[src/rtl/apb_ucpd_rx_bit_rec.sv]
// -----------------------------------------------------------------------------
// apb_ucpd_rx_bit_rec
//
// USB-PD BMC receive bit recovery. The CC line is sampled once per
// ucpd_clk_red pulse. The preamble is used to train the half-bit length, then
// edge intervals are classified against a 1.5 half-bit threshold to recover
// the bit stream.
//
// Optional build macro:
//   UCPD_RX_GLITCH_FILT_EN - put a 3-sample majority filter (clocked by
//                            ucpd_clk_red) in front of edge detection. This
//                            rejects single-sample pulses and adds two
//                            samples of latency.
//
// Ports:
//   ic_clk       in   processor clock, all state changes on its rising edge
//   ic_rst       in   synchronous active-high reset
//   ucpd_clk_red in   sample enable, one-cycle pulse per UCPD_CLK period
//   rx_en        in   receiver enable
//   cc_in        in   CC line, already synchronised to ic_clk
//   rx_idle_lim  in   [7:0] samples without an edge that declare the line idle
//   rx_bit       out  decoded bit, held until the next rx_bit_vld
//   rx_bit_vld   out  one-cycle pulse, rx_bit is valid
//   rx_err       out  one-cycle pulse on a BMC coding violation
//   rx_done      out  one-cycle pulse when the line goes idle after DECODE
//   rx_active    out  high while not IDLE
//   hbit_len     out  [7:0] trained half-bit length in samples
// -----------------------------------------------------------------------------
module apb_ucpd_rx_bit_rec (
    input  logic       ic_clk,
    input  logic       ic_rst,
    input  logic       ucpd_clk_red,
    input  logic       rx_en,
    input  logic       cc_in,
    input  logic [7:0] rx_idle_lim,
    output logic       rx_bit,
    output logic       rx_bit_vld,
    output logic       rx_err,
    output logic       rx_done,
    output logic       rx_active,
    output logic [7:0] hbit_len
);

    typedef enum logic [1:0] {
        ST_IDLE   = 2'd0,
        ST_TRAIN  = 2'd1,
        ST_DECODE = 2'd2
    } state_e;

    state_e     state_q, state_d;
    logic       prev_q, prev_d;       // previous (reference) line sample
    logic [7:0] cnt_q, cnt_d;         // samples since the last edge
    logic [7:0] min_q, min_d;         // shortest interval seen in TRAIN
    logic [2:0] train_q, train_d;     // edges counted in TRAIN
    logic [8:0] thresh_q, thresh_d;   // half/full interval decision point
    logic       half_q, half_d;       // first half of a '1' already seen
    logic [7:0] hbit_q, hbit_d;
    logic       bit_q, bit_d;
    logic       vld_q, vld_d;
    logic       err_q, err_d;
    logic       done_q, done_d;
    logic       active_q, active_d;

    logic       line_s;
    logic       edge_s;
    logic [7:0] cnt_inc_s;
    logic       idle_hit_s;
    logic [7:0] min_upd_s;
    logic [8:0] thresh_calc_s;

`ifdef UCPD_RX_GLITCH_FILT_EN
    logic [2:0] filt_q, filt_d;

    function automatic logic maj3(input logic [2:0] v);
        return (v[0] & v[1]) | (v[0] & v[2]) | (v[1] & v[2]);
    endfunction

    // Shift the raw line into the majority window once per sample.
    always_comb begin
        filt_d = filt_q;
        if (ucpd_clk_red) begin
            filt_d = {filt_q[1:0], cc_in};
        end else begin
            filt_d = filt_q;
        end
    end

    // Majority filter window register.
    always_ff @(posedge ic_clk) begin
        if (ic_rst) begin
            filt_q <= 3'b000;
        end else begin
            filt_q <= filt_d;
        end
    end

    // Only registered samples vote, so a clean step shows up two samples late.
    assign line_s = maj3(filt_q);
`else
    assign line_s = cc_in;
`endif

    assign edge_s        = ucpd_clk_red && (line_s != prev_q);
    assign cnt_inc_s     = (cnt_q == 8'hFF) ? 8'hFF : (cnt_q + 8'd1);
    // The counter reaching the limit on this sample wins over an edge on it.
    assign idle_hit_s    = ucpd_clk_red && (cnt_inc_s >= rx_idle_lim);
    // cnt_q already holds the interval ending at this sample (edge sample = 1).
    assign min_upd_s     = (cnt_q < min_q) ? cnt_q : min_q;
    assign thresh_calc_s = {1'b0, min_upd_s} + {2'b00, min_upd_s[7:1]};

    // Next-state and output decode for the IDLE/TRAIN/DECODE machine.
    always_comb begin
        state_d  = state_q;
        prev_d   = prev_q;
        cnt_d    = cnt_q;
        min_d    = min_q;
        train_d  = train_q;
        thresh_d = thresh_q;
        half_d   = half_q;
        hbit_d   = hbit_q;
        bit_d    = bit_q;
        vld_d    = 1'b0;
        err_d    = 1'b0;
        done_d   = 1'b0;

        if (!rx_en) begin
            // Track the line while disabled so enabling is never an edge.
            state_d = ST_IDLE;
            prev_d  = line_s;
            cnt_d   = 8'd0;
            train_d = 3'd0;
            half_d  = 1'b0;
        end else begin
            if (ucpd_clk_red) begin
                prev_d = line_s;
                cnt_d  = edge_s ? 8'd1 : cnt_inc_s;
            end else begin
                prev_d = prev_q;
                cnt_d  = cnt_q;
            end

            case (state_q)
                ST_IDLE: begin
                    if (edge_s) begin
                        state_d = ST_TRAIN;
                        min_d   = 8'hFF;
                        train_d = 3'd0;
                        half_d  = 1'b0;
                    end else begin
                        state_d = ST_IDLE;
                    end
                end
                ST_TRAIN: begin
                    if (idle_hit_s) begin
                        state_d = ST_IDLE;
                        train_d = 3'd0;
                    end else if (edge_s) begin
                        min_d = min_upd_s;
                        if (train_q == 3'd7) begin
                            state_d  = ST_DECODE;
                            hbit_d   = min_upd_s;
                            thresh_d = thresh_calc_s;
                            train_d  = 3'd0;
                            half_d   = 1'b0;
                        end else begin
                            train_d = train_q + 3'd1;
                        end
                    end else begin
                        state_d = ST_TRAIN;
                    end
                end
                ST_DECODE: begin
                    if (idle_hit_s) begin
                        state_d = ST_IDLE;
                        done_d  = 1'b1;
                        half_d  = 1'b0;
                    end else if (edge_s) begin
                        if ({1'b0, cnt_q} >= thresh_q) begin
                            // Full interval: a '0', or a violation if a half was pending.
                            vld_d  = 1'b1;
                            bit_d  = 1'b0;
                            err_d  = half_q;
                            half_d = 1'b0;
                        end else if (half_q) begin
                            vld_d  = 1'b1;
                            bit_d  = 1'b1;
                            half_d = 1'b0;
                        end else begin
                            half_d = 1'b1;
                        end
                    end else begin
                        state_d = ST_DECODE;
                    end
                end
                default: begin
                    state_d = ST_IDLE;
                    half_d  = 1'b0;
                    train_d = 3'd0;
                end
            endcase
        end

        active_d = (state_d != ST_IDLE);
    end

    // State and output registers.
    always_ff @(posedge ic_clk) begin
        if (ic_rst) begin
            state_q  <= ST_IDLE;
            prev_q   <= 1'b0;
            cnt_q    <= 8'd0;
            min_q    <= 8'd0;
            train_q  <= 3'd0;
            thresh_q <= 9'd0;
            half_q   <= 1'b0;
            hbit_q   <= 8'd0;
            bit_q    <= 1'b0;
            vld_q    <= 1'b0;
            err_q    <= 1'b0;
            done_q   <= 1'b0;
            active_q <= 1'b0;
        end else begin
            state_q  <= state_d;
            prev_q   <= prev_d;
            cnt_q    <= cnt_d;
            min_q    <= min_d;
            train_q  <= train_d;
            thresh_q <= thresh_d;
            half_q   <= half_d;
            hbit_q   <= hbit_d;
            bit_q    <= bit_d;
            vld_q    <= vld_d;
            err_q    <= err_d;
            done_q   <= done_d;
            active_q <= active_d;
        end
    end

    assign rx_bit     = bit_q;
    assign rx_bit_vld = vld_q;
    assign rx_err     = err_q;
    assign rx_done    = done_q;
    assign rx_active  = active_q;
    assign hbit_len   = hbit_q;

endmodule

[config.mk]
export PLATFORM = sky130hd
export DESIGN_NAME = apb_ucpd_rx_bit_rec
export DESIGN_NICKNAME = d
export VERILOG_FILES = /design/src/rtl/apb_ucpd_rx_bit_rec.sv
export SDC_FILE = /design/constraint.sdc
export NUM_CORES = 1
export LEC_CHECK = 0
export CORE_MARGIN = 1.5
export CORE_UTILIZATION = 45
export DETAILED_ROUTE_END_ITERATION = 16
export PLACE_DENSITY = 0.62
export SYNTH_ARGS = -nofsm -noshare
export SYNTH_HDL_FRONTEND = slang
export SYNTH_SLANG_ARGS = --single-unit
[constraint.sdc]
create_clock -name ic_clk -period 11.2 [get_ports ic_clk]
set_input_delay 1.12 -clock ic_clk [delete_from_list [all_inputs] [get_ports ic_clk]]
set_output_delay 1.12 -clock ic_clk [all_outputs]
set_load 0.05 [all_outputs]
==> results.txt <==
The routed layout has 2556 vias. The number of antenna diodes in the final layout is 0. Peak clock frequency supported by timing: 0.251 GHz. The number of hold violations in the final report is 0, and the count of TritonRoute iterations in the first routing pass is 4.

The share of total power dissipated in sequential elements is 50.7%. The final layout contains 436 nets. The root buffer cell chosen for the clock tree is clkbuf_8. Final period utilization: 35.6%. The count of buffers added on input and output ports is 25.

Counting the buffers created by CTS gives 5. No sink is reached through more buffers than the 2 on the longest clock path. The run finished with clean final reports.

The sequential cells in the finished layout cover a total of 901 um^2. At the worst endpoint, the arrival time is 4.22 ns. The tightest hold path in the finished design has a slack of 0.469 ns. The total setup violations reported at the end of the flow was 0; the area fraction of the dominant cell type after synthesis was 29.1%. At the pin with the least slew margin, the transition time is 0.609 ns.

After detailed routing, the number of vias per cell comes to 5.46. The cell type contributing the most total cell area after synthesis was dfxtp_1. The Yosys step of the flow raised 0 warnings.

The synthesized design contains 0 enable-type register cells. Averaged over all synthesized cells, the footprint is 8.39 um^2. The run gives 0 as the max-slew violation total from the final report. Number of clock sinks: 45. The tools report the I/O pin count as 26. The type of origin of the critical path was a flop.

For the worst-skew pair, the clock arrives at the later sink with an insertion delay of 0.30 ns. Power spread over the standard cell area amounts to 94.0 nW/um^2. The wire length of the first global-routing pass came out at 11700 um. The tools report the count of max-cap constraint violations as 0. The power share of the combinational group is 15.7%, and the share of async-settable or async-resettable flops after synthesis is 0%.

In this run switching power makes up 26.6% of total power. The number of antenna violations at the first check in global routing was 0; the number of setup buffers added after CTS was 0. The fraction of the yosys area taken by sequential cells was 29.1%.

After layout, the minimum clock period comes to 3.98 ns. In this run the remaining antenna-violating nets after routing total 0. Buffers inserted to repair hold after CTS numbered 0.

Once detailed placement completed, the half-perimeter wirelength came to 5090 um. Measured along the y axis, the die boundary spans 85.9 um. The initialized floorplan defines 30 standard-cell rows. Of all nets on the critical path, the largest fanout is 28.

Summing every instance area after synthesis gives 3100 um^2. The aggregate global-route resource usage was 19.5%. The internal power of the cells totals 0.239 mW. Counting every net in the synthesized netlist gives 418. On the final layout, the worst clock skew is 0.00613 ns.

The most used flip-flop cell after synthesis is dfxtp_1. For this run the aggregate overflow at the end of global routing stands at 0. The die is 85.9 um wide. The post-synthesis cell count is 369.

After the first detailed-routing iteration, the DRC count stood at 113. STA puts the critical path data required time at 11.43 ns. For the number of inserted filler cells in the final layout, the log shows 665. The critical setup path kind is reg2reg. The number of distinct library cells after synthesis was 58; the remaining max-slew budget at the tightest pin was 59.3%. Clock-pin slew was measured on the worst setup and hold paths at 0.08 ns. Gates resized during post-CTS repair numbered 0.

By area the synthesized netlist is led by dfxtp_1 29%, ha_1 14%, inv_1 4.4%. Setup repair after global routing left no endpoint under its margin. The placer congestion estimate is 0.776, and the number of H-tree levels is 2. In the routed design, unresolved DRC markers number 0. The floorplan step defined a core boundary enclosing 6720 um^2. TritonCTS built the clock tree. The post-synthesis to final-layout area growth is 11.8%, and the power share of the clock group is 33.6%. In the final routed layout, each cell accounts on average for 14.2 um.

For the via count of the first global-routing pass, the log shows 2535. In this run the static leakage power is 1.39 nW. The combined area of the multi-input logic cells is 1950 um^2. The min-delay analysis places its worst path in the category reg2reg. The kind of end point of the critical path was a flop. Across the VDD grid, the largest voltage drop is 49.2 uV. The analysis attributes to net switching a power of 0.0863 mW. After detailed routing, the total wire length is 6650 um.

The number of synthesized register bits works out to 45. The die covers 7390 um^2. The layout cell share with drive strength beyond 1 works out to 8.51%. The effective utilization at floorplan was 46.1%; the pin count of the biggest net entering global routing was 29. The setup TNS was 0 ns.
-- path summary, 6_finish.rpt --
check                           depth (start not counted)           to  slack [ns]        from
worst max-delay path                                   14  thresh_q[3]        7.22    cnt_q[1]
worst min register to register                          2   train_q[2]        0.47  train_q[2]
worst max register to register                         14  thresh_q[3]        7.22    cnt_q[1]
worst min-delay path                                    2   train_q[2]        0.47  train_q[2]
-- Yosys cell counts (all sizes together), types with 5 or more instances --
master	n
nand2	19
o21ai	22
mux2i	8
a21oi	25
nand2b	11
nor2b	6
xnor2	6
o221a	7
clkbuf	9
a211oi	13
nand3	14
dfxtp	45
a31oi	5
nor2	35
and3	6
ha	35
o21a	5
buf	7
inv	37
nor3	15
-- sequential cells by signal (all words and copies together), names as in the netlist, 2 cells and up --
name	flops
train_q	3
hbit_len	8
cnt_q	8
thresh_q	9
min_q	8
state_q	2
-- cell type report --
type / count / area share, %
clock buffer: 7 / 2.78
sequential: 45 / 26.0
tap: 80 / 2.89
multi-input combinational: 270 / 56.4
clock inverter: 1 / 0.145
inverter: 38 / 4.12
timing repair buffer: 27 / 7.66
-- power groups by stage --
stage	registers [mW]	logic (mW)	clock network, mW
after global routing	0.165	0.0576	0.120
after CTS	0.165	0.0509	0.114
final	0.165	0.0510	0.109
after detailed placement	0.169	0.0506	0
after global placement	0.169	0.0500	0
after floorplan	0.168	0.0380	0
-- metrics by stage --
stage,setup WS (ns),instance area [um^2],total power [mW],util [%],instances
after detailed placement,7.24,3360,0.219,50.0,460
after global routing,6.80,3460,0.343,51.5,468
final,7.22,3460,0.325,51.5,468
after CTS,7.24,3460,0.330,51.5,468
after floorplan,7.53,3100,0.206,-,369
after global placement,7.26,3360,0.219,50.0,460
-- cell usage in the layout (no fill, tap or decap), drive strengths merged, types with 14 or more instances in the layout --
cell           Yosys  layout
clkdlybuf4s50      0      25
ha                35      35
inv               37      37
o21ai             22      22
dfxtp             45      45
a21oi             25      25
nor3              15      15
nor2              35      35
nand3             14      14
nand2             19      19
-- metal layers --
metal | wire length (um) | global-route usage [%] | vias up
met4 | 40 | 5.72 | 0
met1 | 3370 | 26.1 | 1163
met3 | 189 | 3.18 | 4
met2 | 3050 | 32.4 | 40
li1 | - | - | 1349
met5 | 0 | 0 | -
-- cells by family (layout without fill, tap and decap cells) --
logic type | Yosys count | in the layout | synth area share [%]
AO/OA/AOI/OAI | 97 | 97 | 22.8
XOR/XNOR | 7 | 7 | 1.98
adder cells (fa/ha/maj) | 36 | 36 | 14.8
buffers and inverters | 54 | 73 | 7.88
flip-flops | 45 | 45 | 29.1
multiplexers | 10 | 10 | 3.31
AND/OR/NAND/NOR | 120 | 120 | 20.2
-- critical path: stages (launching register included) --
cell,delay [ns]
dfxtp_1,0.50
ha_1,0.26
and3_1,0.24
and3_1,0.23
nand3_1,0.28
o21a_1,0.22
nand2_1,0.07
ha_1,0.23
and4_1,0.20
and2_1,0.17
a32o_1,0.39
nor4b_4,0.31
buf_4,0.36
mux2_2,0.37
nor2_1,0.08
Power figures use the tool's default switching activity.
